`src/rtl/serial_read_master_if.sv`:
```
// Bus bundle between host-side control logic and the serial read master.
// The master modport faces the RTL; the slave modport faces host logic and the slave link.
`timescale 1ns/1ps
interface serial_read_master_if #(
    parameter int AW = 8,
    parameter int DW = 8
);
    logic          START;
    logic [AW-1:0] ADDR;
    logic          RX;
    logic          TX;
    logic          SCLK;
    logic          BUSY;
    logic          DONE;
    logic          NACK;
    logic [DW-1:0] DATA;

    modport master (
        input  START, ADDR, RX,
        output TX, SCLK, BUSY, DONE, NACK, DATA
    );

    modport slave (
        output START, ADDR, RX,
        input  TX, SCLK, BUSY, DONE, NACK, DATA
    );
endinterface

```
`src/rtl/serial_read_master.sv`:
```
// Serial read master: SOF, address MSB-first, ACK slot, data MSB-first, EOF.
// SCLK is divided from CLK internally; one word is read per accepted START.
`timescale 1ns/1ps
module serial_read_master #(
    parameter int AW     = 8,
    parameter int DW     = 8,
    parameter int CLKDIV = 4
) (
    input  logic                 CLK,
    input  logic                 RST,
    serial_read_master_if.master bus
);
    localparam int PW = $clog2(2 * CLKDIV);
    localparam int CW = $clog2(((AW > DW) ? AW : DW) + 1);
    localparam logic [PW-1:0] PH_LAST = PW'(2 * CLKDIV - 1);
    localparam logic [PW-1:0] PH_HIGH = PW'(CLKDIV);

    typedef enum logic [2:0] {S_IDLE, S_SOF, S_ADR, S_ACK, S_DAT, S_EOF} state_e;

    state_e        state_q, state_d;
    logic [PW-1:0] ph_q, ph_d;
    logic [CW-1:0] cnt_q, cnt_d;
    logic [AW-1:0] addr_q, addr_d;
    logic [DW-1:0] shift_q, shift_d;
    logic [DW-1:0] data_q, data_d;
    logic          nack_q, nack_d;
    logic          done_q, done_d;
    logic          ph_last;

    assign ph_last = (ph_q == PH_LAST);

    always_comb begin
        // NOTE: every signal written here gets a default first, so no path can infer a latch.
        state_d = state_q;
        ph_d    = '0;
        cnt_d   = cnt_q;
        addr_d  = addr_q;
        shift_d = shift_q;
        data_d  = data_q;
        nack_d  = nack_q;
        done_d  = 1'b0;

        if (state_q != S_IDLE) begin
            ph_d = ph_last ? '0 : ph_q + PW'(1);
        end

        unique case (state_q)
            S_IDLE: begin
                if (bus.START) begin
                    state_d = S_SOF;
                    addr_d  = bus.ADDR;
                    nack_d  = 1'b0;
                    cnt_d   = '0;
                end
            end
            S_SOF: begin
                if (ph_last) state_d = S_ADR;
            end
            S_ADR: begin
                // Address is shifted out of its own register so TX is always its MSB.
                if (ph_last) begin
                    addr_d = addr_q << 1;
                    if (cnt_q == CW'(AW - 1)) begin
                        cnt_d   = '0;
                        state_d = S_ACK;
                    end else begin
                        cnt_d = cnt_q + CW'(1);
                    end
                end
            end
            S_ACK: begin
                if (ph_last) begin
                    if (bus.RX) begin
                        state_d = S_DAT;
                    end else begin
                        nack_d  = 1'b1;
                        state_d = S_EOF;
                    end
                end
            end
            S_DAT: begin
                if (ph_last) begin
                    shift_d = (shift_q << 1) | DW'(bus.RX);
                    if (cnt_q == CW'(DW - 1)) begin
                        data_d  = shift_d;
                        cnt_d   = '0;
                        state_d = S_EOF;
                    end else begin
                        cnt_d = cnt_q + CW'(1);
                    end
                end
            end
            S_EOF: begin
                if (ph_last) begin
                    state_d = S_IDLE;
                    done_d  = 1'b1;
                end
            end
            default: state_d = S_IDLE;
        endcase
    end

    always_ff @(posedge CLK) begin
        // NOTE: every register, including the held DATA word, is reset so a mid-frame reset leaves no stale state.
        if (RST) begin
            state_q <= S_IDLE;
            ph_q    <= '0;
            cnt_q   <= '0;
            addr_q  <= '0;
            shift_q <= '0;
            data_q  <= '0;
            nack_q  <= 1'b0;
            done_q  <= 1'b0;
        end else begin
            // NOTE: non-blocking assignments so every flop samples pre-edge values.
            state_q <= state_d;
            ph_q    <= ph_d;
            cnt_q   <= cnt_d;
            addr_q  <= addr_d;
            shift_q <= shift_d;
            data_q  <= data_d;
            nack_q  <= nack_d;
            done_q  <= done_d;
        end
    end

    // State and bit position only move at a phase wrap, so TX changes only at ph = 0.
    assign bus.TX   = (state_q == S_SOF) || ((state_q == S_ADR) && addr_q[AW-1]);
    assign bus.SCLK = (state_q != S_IDLE) && (ph_q >= PH_HIGH);
    assign bus.BUSY = (state_q != S_IDLE);
    assign bus.DONE = done_q;
    assign bus.NACK = nack_q;
    assign bus.DATA = data_q;
endmodule

```
`src/flat_wrapper.sv`:
```
// flat-port wrapper written by rule: the top's interface ports become plain ports
module serial_read_master_flat 
#(
    parameter int AW     = 8,
    parameter int DW     = 8,
    parameter int CLKDIV = 4
)
  (CLK, RST, bus_START, bus_ADDR, bus_RX, bus_TX, bus_SCLK, bus_BUSY, bus_DONE, bus_NACK, bus_DATA);
  serial_read_master_if #(.AW(AW), .DW(DW)) bus_i ();
  input  logic CLK;
  input  logic RST;
  input wire logic [$bits(bus_i.START)-1:0] bus_START;
  input wire logic [$bits(bus_i.ADDR)-1:0] bus_ADDR;
  input wire logic [$bits(bus_i.RX)-1:0] bus_RX;
  output wire logic [$bits(bus_i.TX)-1:0] bus_TX;
  output wire logic [$bits(bus_i.SCLK)-1:0] bus_SCLK;
  output wire logic [$bits(bus_i.BUSY)-1:0] bus_BUSY;
  output wire logic [$bits(bus_i.DONE)-1:0] bus_DONE;
  output wire logic [$bits(bus_i.NACK)-1:0] bus_NACK;
  output wire logic [$bits(bus_i.DATA)-1:0] bus_DATA;
  assign bus_i.START = bus_START;
  assign bus_i.ADDR = bus_ADDR;
  assign bus_i.RX = bus_RX;
  assign bus_TX = bus_i.TX;
  assign bus_SCLK = bus_i.SCLK;
  assign bus_BUSY = bus_i.BUSY;
  assign bus_DONE = bus_i.DONE;
  assign bus_NACK = bus_i.NACK;
  assign bus_DATA = bus_i.DATA;
  serial_read_master #(.AW(AW), .DW(DW), .CLKDIV(CLKDIV)) u_core (.CLK(CLK), .RST(RST), .bus(bus_i));
endmodule
```
`config.mk`:
```
export PLATFORM = sky130hd
export DESIGN_NAME = serial_read_master_flat
export DESIGN_NICKNAME = d
export VERILOG_FILES = /design/src/rtl/serial_read_master_if.sv /design/src/rtl/serial_read_master.sv /design/src/flat_wrapper.sv
export SDC_FILE = /design/constraint.sdc
export NUM_CORES = 1
export LEC_CHECK = 0
export BUFFER_PORTS_ARGS = -buffer_cell sky130_fd_sc_hd__buf_2
export CAP_MARGIN = 5
export CELL_PAD_IN_SITES_DETAIL_PLACEMENT = 1
export CELL_PAD_IN_SITES_GLOBAL_PLACEMENT = 1
export CORE_MARGIN = 1.5
export CORE_UTILIZATION = 48
export CTS_BUF_LIST = sky130_fd_sc_hd__clkbuf_4 sky130_fd_sc_hd__clkbuf_8
export DETAILED_ROUTE_END_ITERATION = 12
export PLACE_DENSITY = 0.95
export SLEW_MARGIN = 10
export SYNTH_ARGS = -nofsm -noshare
export SYNTH_HDL_FRONTEND = slang
export SYNTH_SLANG_ARGS = --single-unit
```
`constraint.sdc`:
```
create_clock -name CLK -period 2.9 [get_ports CLK]
set_clock_uncertainty 0.05 [all_clocks]
set_input_delay 0.29 -clock CLK [delete_from_list [all_inputs] [get_ports CLK]]
set_output_delay 0.29 -clock CLK [all_outputs]
set_load 0.005 [all_outputs]
```
==> Word level (Yosys, flattened, before mapping) <==
Index checks and enable logic that the tools add are counted.
Widths: inputs -> output; s select.
{ "classes": {"addsub": 2, "n_lt_le_gt_ge": 1, "eq_ne": 17, "muxes": 22, "n_bitwise": 3, "n_reduce_logical": 17} }
{ "ops": {"columns": ["op", "count"], "rows": [
  ["$mux 3", 8],
  ["$pmux 3 s6", 1],
  ["$mux 8", 2],
  ["$ne 2x1->1 const B", 8],
  ["$pmux 8 s2", 1],
  ["$mux 4", 3],
  ["$eq 3x3->1 const B", 3],
  ["$reduce_and 3->1", 3],
  ["$or 8x1->8", 1],
  ["$pmux 4 s2", 1],
  ["$reduce_and 8->1", 1],
  ["$eq 3x2->1 const B", 2],
  ["$reduce_bool 2->1", 3],
  ["$mux 1", 5],
  ["$add 4x1->4 const B", 1],
  ["$eq 4x3->1 const B", 1],
  ["$ne 2x2->1 const B", 2],
  ["$reduce_and 4->1", 1],
  ["$reduce_or 2->1", 2],
  ["$add 3x1->3 const B", 1],
  ["$eq 3x1->1 const B", 1],
  ["$ge 3x3->1 const B", 1],
  ["$logic_not 3->1", 1],
  ["$reduce_bool 3->1", 1],
  ["6 further kinds", 8]
]} }
{ "totals": {"regBits": 35, "inputBits": 12, "out_inout_bits": 13, "wordCells": 70} }

==> Logic depth before layout (Yosys ltp) <==
{ "logic_depth": {"word_depth": 4, "mapped_depth": 8, "depth_no_buf": 6} }

==> Worst setup path after synthesis <==
No wires, ideal clock.
{ "synth_path": {"kind": "register to register", "startpoint": "reg u_core.ph_q[0]", "endpoint": "reg u_core.data_q[0] (netlist: u_core.bus.DATA[0])", "setup_ps": 128, "arrival_time_ps": 1588, "required_ps": 2722, "setup_slack_ps": 1135, "path_stages_with_launch": 8, "path_buffers": 1, "synth_period_minus_slack_ps": 1765, "path_cell_list": "dfxtp_1 > ha_1 > ha_1 > buf_6 > nand2_4 > nor4_4 > mux2i_1 > nor2_1"} }
{ "synth_via": {"elab_chain_len": 2} }
{ "synth_lines": {"columns": ["element", "line_no", "source"], "rows": [
  ["from (decl)", "serial_read_master.sv:21", "logic [PW-1:0] ph_q, ph_d;"],
  ["from (signal assigned)", "serial_read_master.sv:117", "ph_q <= ph_d;"],
  ["$eq 3x3->1", "serial_read_master.sv:30", "assign ph_last = (ph_q == PH_LAST);"],
  ["named net u_core.ph_last", "serial_read_master.sv:28", "logic ph_last;"],
  ["$reduce_and 3->1 (no source line)", null, null],
  ["to (signal assigned)", "serial_read_master.sv:121", "data_q <= data_d;"],
  ["to (decl)", "serial_read_master.sv:25", "logic [DW-1:0] data_q, data_d;"]
]} }
The timed path passes the listed nets, and every way through them passes these cells.
A chain may end at the register's enable or synchronous reset.

==> Worst setup path after layout <==
{ "layout_path": {"startpoint": "reg u_core.ph_q[0]", "endpoint": "reg u_core.addr_q[6]"} }
{ "layout_via": {"elab_chain_len": 3} }
{ "layout_lines": {"columns": ["element", "line_no", "source"], "rows": [
  ["$eq 3x3->1", "serial_read_master.sv:30", null],
  ["named net u_core.ph_last", "serial_read_master.sv:28", null],
  ["$ne 2x1->1 (no source line)", null, null],
  ["$reduce_and 3->1 (no source line)", null, null],
  ["to (signal assigned)", "serial_read_master.sv:119", "addr_q <= addr_d;"],
  ["to (decl)", "serial_read_master.sv:23", "logic [AW-1:0] addr_q, addr_d;"]
]} }
The timed path passes the listed nets, and every way through them passes these cells.

==> results.yml <==
logic_synthesis:
  yosys.area_share.simple_pct: 20.05
  synth_top_family_by_area: "simple AND/OR/NAND/NOR gates"
  synthAdderAreaFrac_pct: 2.322
  yosysSeqAreaShare_pct: 43.34
  synth-xor-area-share_pct: 1.625
  synth.distinct_cells: 35
  netlist_area_um2: 1617
  synthMuxAreaShare_pct: 15.48
  ys_warn_count: 0
  syn-instance-count: 170
  synth_nets: 185
  ys_ff_latch: 35
  syn_area_per_cell_um2: 9.509
  synth_compound_gate_area_share_pct: 10.53
sta:
  period_needed_ns: 2.212
  setup_viol: 0
  final_hold_viol_count: 0
  worst_pin_slew_ns: 0.7820
  slew_violations: 0
  finalCritPeriodShare_pct: 76.27
  fmax_mhz: 452.1
  final.setup.tns_ns: 0
  rsz0062_at_grt: "false"
  slew-limit-headroom_pct: 47.58
  finalWorstSetupSlack_ns: 0.6881
  hold_ws_ns: 0.1704
global_route:
  grt_pass1_vias: 1290
  gr-total-overflow: 0
  grt_max_degree: 37
  gr-usage-all-layers_pct: 22.40
  grt_pass1_wl_um: 5982
  grt_antenna_before_repair: 0
pwr:
  internal_power_mw: 0.7062
  p_seq_share_pct: 55.2
  p_total_mw: 0.9950
  p_sw_share_pct: 29.03
  pwr-share-comb_pct: 14.0
  p_switching_mw: 0.2888
  pwr-share-clk_pct: 30.8
  vdd_ir_drop_max_uv: 365.1
  p_leak_nw: 0.6860
  powerDensity_nw_per_um2: 558.0
route:
  viasPerCell: 5.526
  drt_iter0_markers: 29
  routed_wl_um: 3650
  avgRoutedWirePerCell_um: 15.60
  drc: 0
  dr.pass1.iters: 4
  drtAntennaViolNets: 0
  routed-via-count: 1293
placement:
  port_buffers: 24
  hpwl_um: 2543
  gp_congestion: 0.7947
  dp_slack_ns: 0.6883
clock_tree:
  clkLatencyLatePin_ns: 0.35
  cts_root_buf: "clkbuf_4"
  cts_tree: "done"
  numCtsBuffers: 5
  post_cts_resize_count: 0
  post-cts-setup-buffers: 0
  cts_sinks: 35
  htree_levels: 2
  cts.clk_slew.worst_paths_ns: 0.10
  holdBufCountCts: 0
  clockBufferDepth: 2
final_layout:
  areaGrowthSynthToFinish_pct: 10.29
  layout_common_cells: "dfxtp_1 (35), mux2i_1 (25), nor2_1 (24), buf_2 (24), a21oi_1 (9)"
  final_common_cell: "dfxtp_1"
  fin_nets: 204
  layout-drive-gt1-share_pct: 19.47
  fill_cells: 386
  n_antenna_cell: 0
  final_core_utilization_pct: 57.00
die:
  coreArea_um2: 3128
  io_pins: 25
  fp-row-count: 20
  die-area_um2: 3725
  die_x_um: 61.03
  dieHeight_um: 61.03
  start_util_pct: 51.68
job:
  drv_cap: 0
critical_path:
  reg2reg_depth: 6
  cp.arrival_ns: 2.41
  crit_path_max_fanout: 14
  critPathKind: "flop to flop"
  critPathLaunchType: "flop"
  worstSetupEndpointType: "flop"
  worstPathRequired_ns: 3.10
hold_path:
  hold_path_class: "input pin to flop"
  min_path_cells: 3
run_status:
  outcome: "complete, no violations"
per-stage QoR:
stage / cells / area (um^2)
after floorplan: 170 / 1617
after CTS: 234 / 1783
after detailed placement: 226 / 1710
after global routing: 234 / 1783
after global placement: 226 / 1710
final: 234 / 1783
worst paths after layout:
path	startpoint	end	slack, ns
setup / recovery	u_core.ph_q[0]	u_core.addr_q[6]	0.69
hold / removal	bus_ADDR[0]	u_core.addr_q[0]	0.17
setup reg to reg	u_core.ph_q[0]	u_core.addr_q[6]	0.69
hold reg to reg	u_core.ph_q[0]	u_core.ph_q[0]	0.41
synth_stat cells:
library cell	number	area share (%)
nand4_1	2	0.77
nor4_1	1	0.39
nand4b_1	1	0.54
dfxtp_1	35	43
buf_6	4	2.8
and2_1	2	0.77
nor3_1	7	2.2
nor3b_1	1	0.46
inv_1	5	1.2
a32o_1	1	0.62
o21ai_0	6	1.9
nand2_4	1	0.70
nor3_2	1	0.62
mux2i_1	25	15
or3_1	1	0.39
nand3_1	6	1.9
o21a_1	2	0.93
nor3_4	1	1.0
clkbuf_1	5	1.2
a21oi_1	9	2.8
nor4_4	1	1.3
xor2_1	1	0.54
nor2_1	24	5.6
a211o_1	1	0.54
buf_2	2	0.62
nand3b_1	2	0.93
or4_1	1	0.46
o32ai_1	1	0.54
nand2_1	4	0.93
ha_1	3	2.3
nor2b_1	2	0.77
buf_4	2	0.93
nand2b_1	1	0.39
xnor2_1	2	1.1
a211oi_1	7	3.3
critical path, cell delays in order, from the launching register on:
cell and delay (ns):
dfxtp_1 0.36, ha_1 0.15, ha_1 0.41, mux2i_1 0.16, nor3_2 0.62, nor2_1 0.10, a211oi_1 0.27
layer usage:
layer	GRT usage (%)	share of wire (%)	up-vias
met2	37.84	52	16
met3	7.143	2.9	5
met5	0	0	-
met4	8.075	1.3	0
li1	-	-	640
met1	26.71	44	632
state kept, by name, indices dropped and copies added (netlist names):
signal / flops
u_core.addr_q: 8
u_core.bus.DONE: 1
u_core.cnt_q: 4
u_core.bus.NACK: 1
u_core.ph_q: 3
u_core.bus.DATA: 8
u_core.shift_q: 7
u_core.state_q: 3
area by class of cell:
class / count / area (um^2) / share of cell area, %
Sequential cell: 35 / 700.7 / 39.30
Clock buffer: 7 / 65.06 / 3.649
Tap cell: 44 / 55.05 / 3.088
Inverter: 5 / 18.77 / 1.053
Timing Repair Buffer: 25 / 127.6 / 7.158
Clock inverter: 1 / 7.507 / 0.4211
Multi-Input combinational cell: 117 / 808.3 / 45.33
power groups by stage:
stage	combinational [mW]	sequential [mW]	clock [mW]
floorplan	0.131	0.527	0
global placement	0.128	0.555	0
detailed placement	0.137	0.559	0
CTS	0.140	0.548	0.314
global route	0.156	0.554	0.343
finish	0.139	0.550	0.306
cell families (layout without fill, tap and decap cells):
kind of cell,Yosys count,count (layout)
compound gates,27,27
simple gates,59,59
buf+inv,18,38
flops,35,35
fa+ha+maj,3,3
xor+xnor,3,3
mux,25,25
No activity file was read; power rests on OpenSTA's default activity.
